### src/rtl/llc_read_arbiter.sv
// llc_read_arbiter: shares one AXI read channel between I-side (S1) and D-side (S2) line fills.
// Define L2_ARB_RR_EN for round-robin arbitration; default is fixed S2-over-S1 priority.
module llc_read_arbiter #(
    parameter int ADDR_WIDTH = 64,
    parameter int DATA_WIDTH = 64,
    parameter int LINE_WIDTH = 512,
    parameter int ID_WIDTH   = 13
) (
    input  logic                  clk,
    input  logic                  reset,
    input  logic [ADDR_WIDTH-1:0] S1_R_ADDR,
    input  logic                  S1_R_ADDR_VALID,
    output logic [LINE_WIDTH-1:0] S1_R_DATA,
    output logic                  S1_R_DATA_VALID,
    input  logic [ADDR_WIDTH-1:0] S2_R_ADDR,
    input  logic                  S2_R_ADDR_VALID,
    output logic [LINE_WIDTH-1:0] S2_R_DATA,
    output logic                  S2_R_DATA_VALID,
    output logic [ID_WIDTH-1:0]   m_axi_arid,
    output logic [ADDR_WIDTH-1:0] m_axi_araddr,
    output logic                  m_axi_arvalid,
    input  logic                  m_axi_arready,
    input  logic [DATA_WIDTH-1:0] m_axi_rdata,
    input  logic                  m_axi_rlast,
    input  logic                  m_axi_rvalid,
    output logic                  m_axi_rready,
    output logic                  protocol_err
);
    localparam int BEATS = LINE_WIDTH / DATA_WIDTH;
    localparam int BW = $clog2(BEATS);
    localparam int OFF = $clog2(DATA_WIDTH / 8);
    localparam logic [ADDR_WIDTH-1:0] LOW_MASK = ADDR_WIDTH'(DATA_WIDTH / 8 - 1);
    localparam logic [BW-1:0] LAST = BW'(BEATS - 1);

    typedef enum logic [1:0] {IDLE, AR, R, RESP} state_t;

    state_t                state_q, state_d;
    logic [ADDR_WIDTH-1:0] addr_q, addr_d;
    logic                  grant_q, grant_d;
    logic [BW-1:0]         beat_q, beat_d, word;
    logic [LINE_WIDTH-1:0] line_q, line_d, s1_data_q, s1_data_d, s2_data_q, s2_data_d;
    logic                  err_q, err_d;
    logic                  any_req, pick_s2;

    assign any_req = S1_R_ADDR_VALID | S2_R_ADDR_VALID;

`ifdef L2_ARB_RR_EN
    // last_grant_q: 0 = S1 granted last, 1 = S2 granted last
    logic last_grant_q, last_grant_d;
    assign pick_s2 = S2_R_ADDR_VALID & (~S1_R_ADDR_VALID | ~last_grant_q);
    assign last_grant_d = (state_q == IDLE && any_req) ? pick_s2 : last_grant_q;
    always_ff @(posedge clk or posedge reset) begin
        if (reset) last_grant_q <= 1'b0;
        else       last_grant_q <= last_grant_d;
    end
`else
    assign pick_s2 = S2_R_ADDR_VALID;
`endif

    // critical-word-first: beat n lands at (start word + n) wrapped within the line
    assign word = addr_q[OFF +: BW] + beat_q;

    always_comb begin
        state_d   = state_q;
        addr_d    = addr_q;
        grant_d   = grant_q;
        beat_d    = beat_q;
        line_d    = line_q;
        s1_data_d = s1_data_q;
        s2_data_d = s2_data_q;
        err_d     = err_q;
        case (state_q)
            IDLE: if (any_req) begin
                grant_d = pick_s2;
                addr_d  = pick_s2 ? S2_R_ADDR : S1_R_ADDR;
                state_d = AR;
            end
            AR: if (m_axi_arready) state_d = R;
            R: if (m_axi_rvalid) begin
                line_d[word*DATA_WIDTH +: DATA_WIDTH] = m_axi_rdata;
                beat_d = beat_q + BW'(1);
                if (m_axi_rlast != (beat_q == LAST)) err_d = 1'b1;
                // publish the line on the final beat so data is valid alongside the RESP pulse
                if (beat_q == LAST) begin
                    state_d = RESP;
                    if (grant_q) s2_data_d = line_d;
                    else         s1_data_d = line_d;
                end
            end
            default: begin
                state_d = IDLE;
                beat_d  = '0;
            end
        endcase
    end

    always_ff @(posedge clk or posedge reset) begin
        if (reset) begin
            state_q   <= IDLE;
            addr_q    <= '0;
            grant_q   <= 1'b0;
            beat_q    <= '0;
            line_q    <= '0;
            s1_data_q <= '0;
            s2_data_q <= '0;
            err_q     <= 1'b0;
        end else begin
            state_q   <= state_d;
            addr_q    <= addr_d;
            grant_q   <= grant_d;
            beat_q    <= beat_d;
            line_q    <= line_d;
            s1_data_q <= s1_data_d;
            s2_data_q <= s2_data_d;
            err_q     <= err_d;
        end
    end

    assign m_axi_arvalid   = state_q == AR;
    assign m_axi_rready    = state_q == R;
    assign m_axi_arid      = ID_WIDTH'(grant_q);
    assign m_axi_araddr    = addr_q & ~LOW_MASK;
    assign S1_R_DATA_VALID = state_q == RESP && !grant_q;
    assign S2_R_DATA_VALID = state_q == RESP && grant_q;
    assign S1_R_DATA       = s1_data_q;
    assign S2_R_DATA       = s2_data_q;
    assign protocol_err    = err_q;
endmodule

### config.mk
export PLATFORM = sky130hd
export DESIGN_NAME = llc_read_arbiter
export DESIGN_NICKNAME = d
export VERILOG_FILES = /design/src/rtl/llc_read_arbiter.sv
export SDC_FILE = /design/constraint.sdc
export NUM_CORES = 2
export LEC_CHECK = 0
export ABC_AREA = 1
export BUFFER_PORTS_ARGS = -buffer_cell sky130_fd_sc_hd__buf_2
export CAP_MARGIN = 25
export CORE_AREA = 3 3 509 511
export CTS_BUF_LIST = sky130_fd_sc_hd__clkbuf_4
export DETAILED_ROUTE_END_ITERATION = 12
export DIE_AREA = 0 0 512 514
export PLACE_DENSITY_LB_ADDON = 0.3
export SETUP_SLACK_MARGIN = 0.1
export SYNTH_ARGS = -nofsm -noshare
export SYNTH_HDL_FRONTEND = slang
export SYNTH_SLANG_ARGS = --single-unit
### constraint.sdc
create_clock -name clk -period 62 [get_ports clk]
set_input_delay 6.2 -clock clk [delete_from_list [all_inputs] [get_ports clk]]
set_output_delay 6.2 -clock clk [all_outputs]
set_load 0.03 [all_outputs]
* After elaboration in Yosys (flattened, before gate mapping)
Index checks and enable logic that the tools add are counted.
** Cells by class
- Reduce and logical (&&, ||, !) cells :: 12
- Bitwise operators :: 3
- Shift-type cells :: 2
- Equality and inequality tests :: 9
- Muxes and demuxes :: 9
- $add $sub $neg :: 3
** Operators with widths (count)
- bitwise mux 512 bit :: 1
- variable shift 64 x 34 -> 512 bit, first input constant :: 1
- variable part select 64 x 34 -> 512 bit :: 1
- two-way mux 64 bit :: 1
- negation 9 -> 34 bit :: 1
- AND reduction 4 bit :: 3
- two-way mux 2 bit :: 4
- one-hot mux 2 bit (3 select lines) :: 1
- one-hot mux 3 bit (2 select lines) :: 1
- AND reduction 2 bit :: 3
- equality test 2 bit, second input constant :: 2
- != test 2 x 1 -> 1 bit, second input constant :: 2
- != test 2 bit, second input constant :: 2
- adder 3 x 1 -> 3 bit, second input constant :: 1
- adder 3 bit :: 1
- equality test 3 bit, second input constant :: 1
- two-way mux 3 bit :: 1
- AND reduction 3 bit :: 1
- equality test 2 x 1 -> 1 bit, second input constant :: 1
- logical AND 1 bit :: 2
- zero test 2 bit :: 1
- inverter 1 bit :: 2
- OR reduction 2 bit :: 1
- zero test 1 bit :: 1
- other kinds (2) :: 2
** Storage, ports and cells
- Output and inout port bits :: 1106
- Word-level logic and storage cells :: 46
- Bits in registers :: 1607

* Logic depth before layout (Yosys ltp)
- Word-level depth :: 4
- Mapped depth :: 17

* Least setup slack after synthesis
Ideal clock, no wire load.
- Kind :: input-to-reg
- Start point :: input port S2_R_ADDR_VALID
- End point :: register addr_q[38]
- Stages :: 6
- Setup time :: 0.141 ns
- Required time :: 61.859 ns
- Path slack :: 54.674 ns
- Data arrival time :: 7.185 ns
- Path through :: buf_2 -> nor2_1 -> nor2_1 -> buf_2 -> buf_1 -> a31oi_1
** On the way
- Cells in the longest elaborated chain, start to end :: 2
- Elaborated cells on any way between the ends :: 3
- Classes of those cells :: 1 x mux; 1 x bitwise; 1 x reduce/logical
** RTL lines
- from (decl) :: RTL line 16 : input logic S2_R_ADDR_VALID,
- OR 1 bit :: RTL line 45 : assign any_req = S1_R_ADDR_VALID | S2_R_ADDR_VALID;
- AND reduction 2 bit (no line)
- to (signal assigned) :: RTL line 109 : addr_q <= addr_d;
- to (decl) :: RTL line 38 : logic [ADDR_WIDTH-1:0] addr_q, addr_d;
Several ways; a longest one is shown, not always the timed one.
A chain may end at the register's enable or synchronous reset.

* Worst setup path in the final report
- Start point :: input port m_axi_rvalid
- End point :: register s2_data_q[412], in the netlist S2_R_DATA[412]
** On the way
- Cells in the longest elaborated chain, start to end :: 1
** RTL lines
- from (decl) :: RTL line 25 : input logic m_axi_rvalid,
- AND reduction 4 bit (no line)
- to (signal assigned) :: RTL line 114 : s2_data_q <= s2_data_d;
- to (decl) :: RTL line 41 : logic [LINE_WIDTH-1:0] line_q, line_d, s1_data_q, s1_data_d, s2_data_q, s2_data_d;
Every way passes these cells.

==> reports/qor.csv <==
stage,metric,value,unit
global_routing,overflow,0,
place,hpwlAfterDp,210000,um
sta,rsz0062_at_grt,false,
final_layout,nets,9090,
logic_synthesis,synth-seq-area-share,59.7,%
critical_path,path_class,primary input to register,
critical_path,cp_cell_sequence,buf_2 -> nand2_8 -> inv_8 -> nand3_4 -> inv_8 -> buf_4 -> buf_4 -> nand3_1 -> nand2_1,
sta,fin_skew,0.162,ns
worst_hold_path,hold_path.class,register to register,
place,dpl_worst_slack,50.41,ns
drt,num_vias,61200,
floorplan,fp.dieH,514,um
floorplan,core_area,0.254,mm2
clocking,clk_pin_slew_worst_paths,0.06,ns
logic_synthesis,synth_seq_cells,1604,
pwr,ir_worst_vdd,0.0639,mV
critical_path,cpPeakStageDelay,0.83,ns
global_routing,grt_antenna_before_repair,57,
logic_synthesis,synth_area_leaders,"dfrtp_1 (60%), nand2_1 (15%), nand3_1 (7.3%)",
sta,clock.fmax,99.1,MHz
global_routing,grt_pass1_vias,59100,
sta,relSlewSlack,24.6,%
drt,drt_first_pass_iters,8,
pwr,power,0.00437,W
drt,viasPerCell,4.85,
critical_path,end_kind,register,
global_routing,grt_start_max_net_pins,210,
pwr,switching_power,0.00224,W
logic_synthesis,yosys_warnings,0,
sta,setup_tns,0,ns
sta,worst_slack,51.91,ns
sta,period_minus_slack,10.09,ns
run,cap_violations,0,
clocking,clk_path_buf_depth,4,
global_routing,grt_pass1_wl,428000,um
pwr,p_leak,44.1,nW
sta,final_hold_viol_count,0,
final_layout,finalNonFillerCells,12600,
pwr,pwr-share-comb,48.4,%
clocking,cts_resized,0,
clocking,numClockSinks,1604,
sta,final-setup-viol-count,0,
logic_synthesis,synth_area,0.0672,mm2
clocking,numCtsBuffers,446,
clocking,htree_num_levels,5,
critical_path,setup.worst_path.start_class,primary input,
pwr,p_seq_share,28.9,%
critical_path,crit_slowest_cell,buf_4,
drt,wl_per_cell,23.9,um
drt,drc,0,
logic_synthesis,synth_top_cell_area_share,59.7,%
clocking,root_buffer,clkbuf_4,
critical_path,cp_data_arrival_time,11.21,ns
sta,maxSlewViolCount,0,
critical_path,critPathTopFamily,buffers and inverters,
clocking,cts_tree,yes,
final_layout,nFillCells,26900,
drt,drtIter0Drc,5691,
place,placedCellCount,11800,
sta,finalCritPeriodShare,16.3,%
drt,wl,302000,um
floorplan,num_rows,185,
floorplan,start_util,26.4,%
pwr,p_per_area,53.0,mW/mm2
pwr,p_int,0.00213,W
clocking,cts_hold_buf,0,
floorplan,die_w,512,um
critical_path,required,63.11,ns
final_layout,drive_above_1_share,24.7,%
logic_synthesis,yosys.area.top_type,dfrtp_1,
pwr,pwr-share-clk,22.6,%
clocking,post_cts_buffers,0,
pwr,p_sw_share,51.3,%
global_routing,track_usage,22.1,%
clocking,clk_latency,1.28,ns
logic_synthesis,avgSynthCellArea,8.85,um2
floorplan,die_area,0.263,mm2
floorplan,io-pin-count,1305,
logic_synthesis,ys_types,33,
critical_path,critPathBufInv,5,
place,port_buffers,1283,
drt,antenna_left,0,
sta,worstMarginPinSlew,1.13,ns
logic_synthesis,netlist_instances,7591,
outcome,status,"finished, final reports clean",
place,gp_congestion,0.876,
critical_path,crit_fanout,133,
final_layout,syn2layout_area_growth,22.7,%
==> metrics by stage <==
step | hold WS (ns) | utilization, % | instance area [um2]
3_3_place_gp | 0.453 | 30.0 | 76300
5_1_grt | 0.489 | 32.4 | 82400
2_1_floorplan | 0.440 | - | 67200
3_5_place_dp | 0.456 | 30.0 | 76400
4_1_cts | 0.465 | 32.2 | 82000
6_report | 0.472 | 32.4 | 82400
==> per-layer routing <==
layer / GRT usage (%) / vias up / wire length (um)
met3: 6.50 / 621 / 26600
li1: - / 27800 / -
met1: 28.2 / 29800 / 124000
met2: 34.6 / 2840 / 136000
met5: 0 / - / 171
met4: 9.99 / 26 / 14500
==> kinds of logic after synthesis <==
kind of cell / after synthesis / synth area share [%]
AO/OA/AOI/OAI: 1300 / 11.1
flip-flops: 1604 / 59.7
adder cells (fa/ha/maj): 12 / 0.235
XOR/XNOR: 1 / 0.0130
buffers and inverters: 751 / 4.70
other: 1 / 0.00558
AND/OR/NAND/NOR: 3922 / 24.2
==> registers in the layout (all words and copies together), names as in the netlist <==
register and count:
beat_q 3, addr_q 61, protocol_err 1, S2_R_DATA 512, S1_R_DATA 512, line_q 512, grant_q 1, state_q 2
==> placed cells by master (no fill, tap or decap), types with 23 or more instances in the layout <==
master,instances
inv_1,183
nand4_1,65
dfrtp_1,1604
o21bai_2,120
diode_2,28
nand3_1,981
a21oi_1,88
o21ai_0,645
or2_2,35
buf_4,79
clkbuf_4,643
a31oi_1,61
o21ai_1,352
clkinv_1,93
clkinv_2,23
nand2_1,2639
buf_2,1283
nor2_1,173
==> power groups by stage <==
stage          Sequential (W)  Clock [W]  Combinational (W)
4_1_cts               0.00126    0.00102            0.00211
3_3_place_gp          0.00127          0            0.00207
6_report              0.00126   0.000988            0.00211
2_1_floorplan         0.00132          0            0.00129
3_5_place_dp          0.00128          0            0.00210
5_1_grt               0.00128    0.00108            0.00230
==> cell type report <==
type                            count  area, um2  share of cell area, %
Antenna cell                       28       70.1                 0.0850
Clock buffer                      643       4830                   5.86
Clock inverter                    137        783                  0.950
Inverter                          193        768                  0.932
Multi-Input combinational cell   5250      24100                   29.2
Sequential cell                  1604      40100                   48.7
Tap cell                         3366       4210                   5.11
Timing Repair Buffer             1384       7550                   9.16
==> path summary, 6_finish.rpt <==
path | startpoint | to | slack [ns] | depth (start not counted)
max in group asynchronous | reset | addr_q[48] | 52.24 | 7
min in group asynchronous | reset | line_q[265] | 5.08 | 2
hold / removal | line_q[396] | line_q[396] | 0.47 | 2
hold reg to reg | line_q[396] | line_q[396] | 0.47 | 2
setup / recovery | m_axi_rvalid | S2_R_DATA[412] | 51.91 | 9
setup reg to reg | state_q[0] | S2_R_DATA[412] | 56.09 | 10
==> worst register-to-register path: cells and delay by family (launching register included) <==
family                   cells  cell delay (ns)
adder cells (fa/ha/maj)      1             0.37
buffers and inverters        5             3.47
flip-flops                   1             0.43
AND/OR/NAND/NOR              4             1.56
==> Yosys cell counts <==
library cell and number:
a21oi_1 88, o21bai_2 120, dfrtp_1 1604, nand3_1 982, conb_1 1, buf_6 2
nor3_2 2, clkinv_1 1, clkbuf_1 311, o21a_1 1, or2_2 35, buf_2 156
nor3_1 13, nand2_1 2639, xnor2_1 1, nand2_2 5, fa_1 1, a221oi_1 1
nor2_4 1, nand4_1 65, o21bai_1 9, a31oi_1 61, o21ai_1 352, inv_2 8
nand3_2 2, buf_4 35, buf_1 54, nor2_2 2, nor2_1 176, inv_1 184
a21oi_2 23, o21ai_0 645, ha_1 11
No activity file was read; power rests on OpenSTA's default activity.
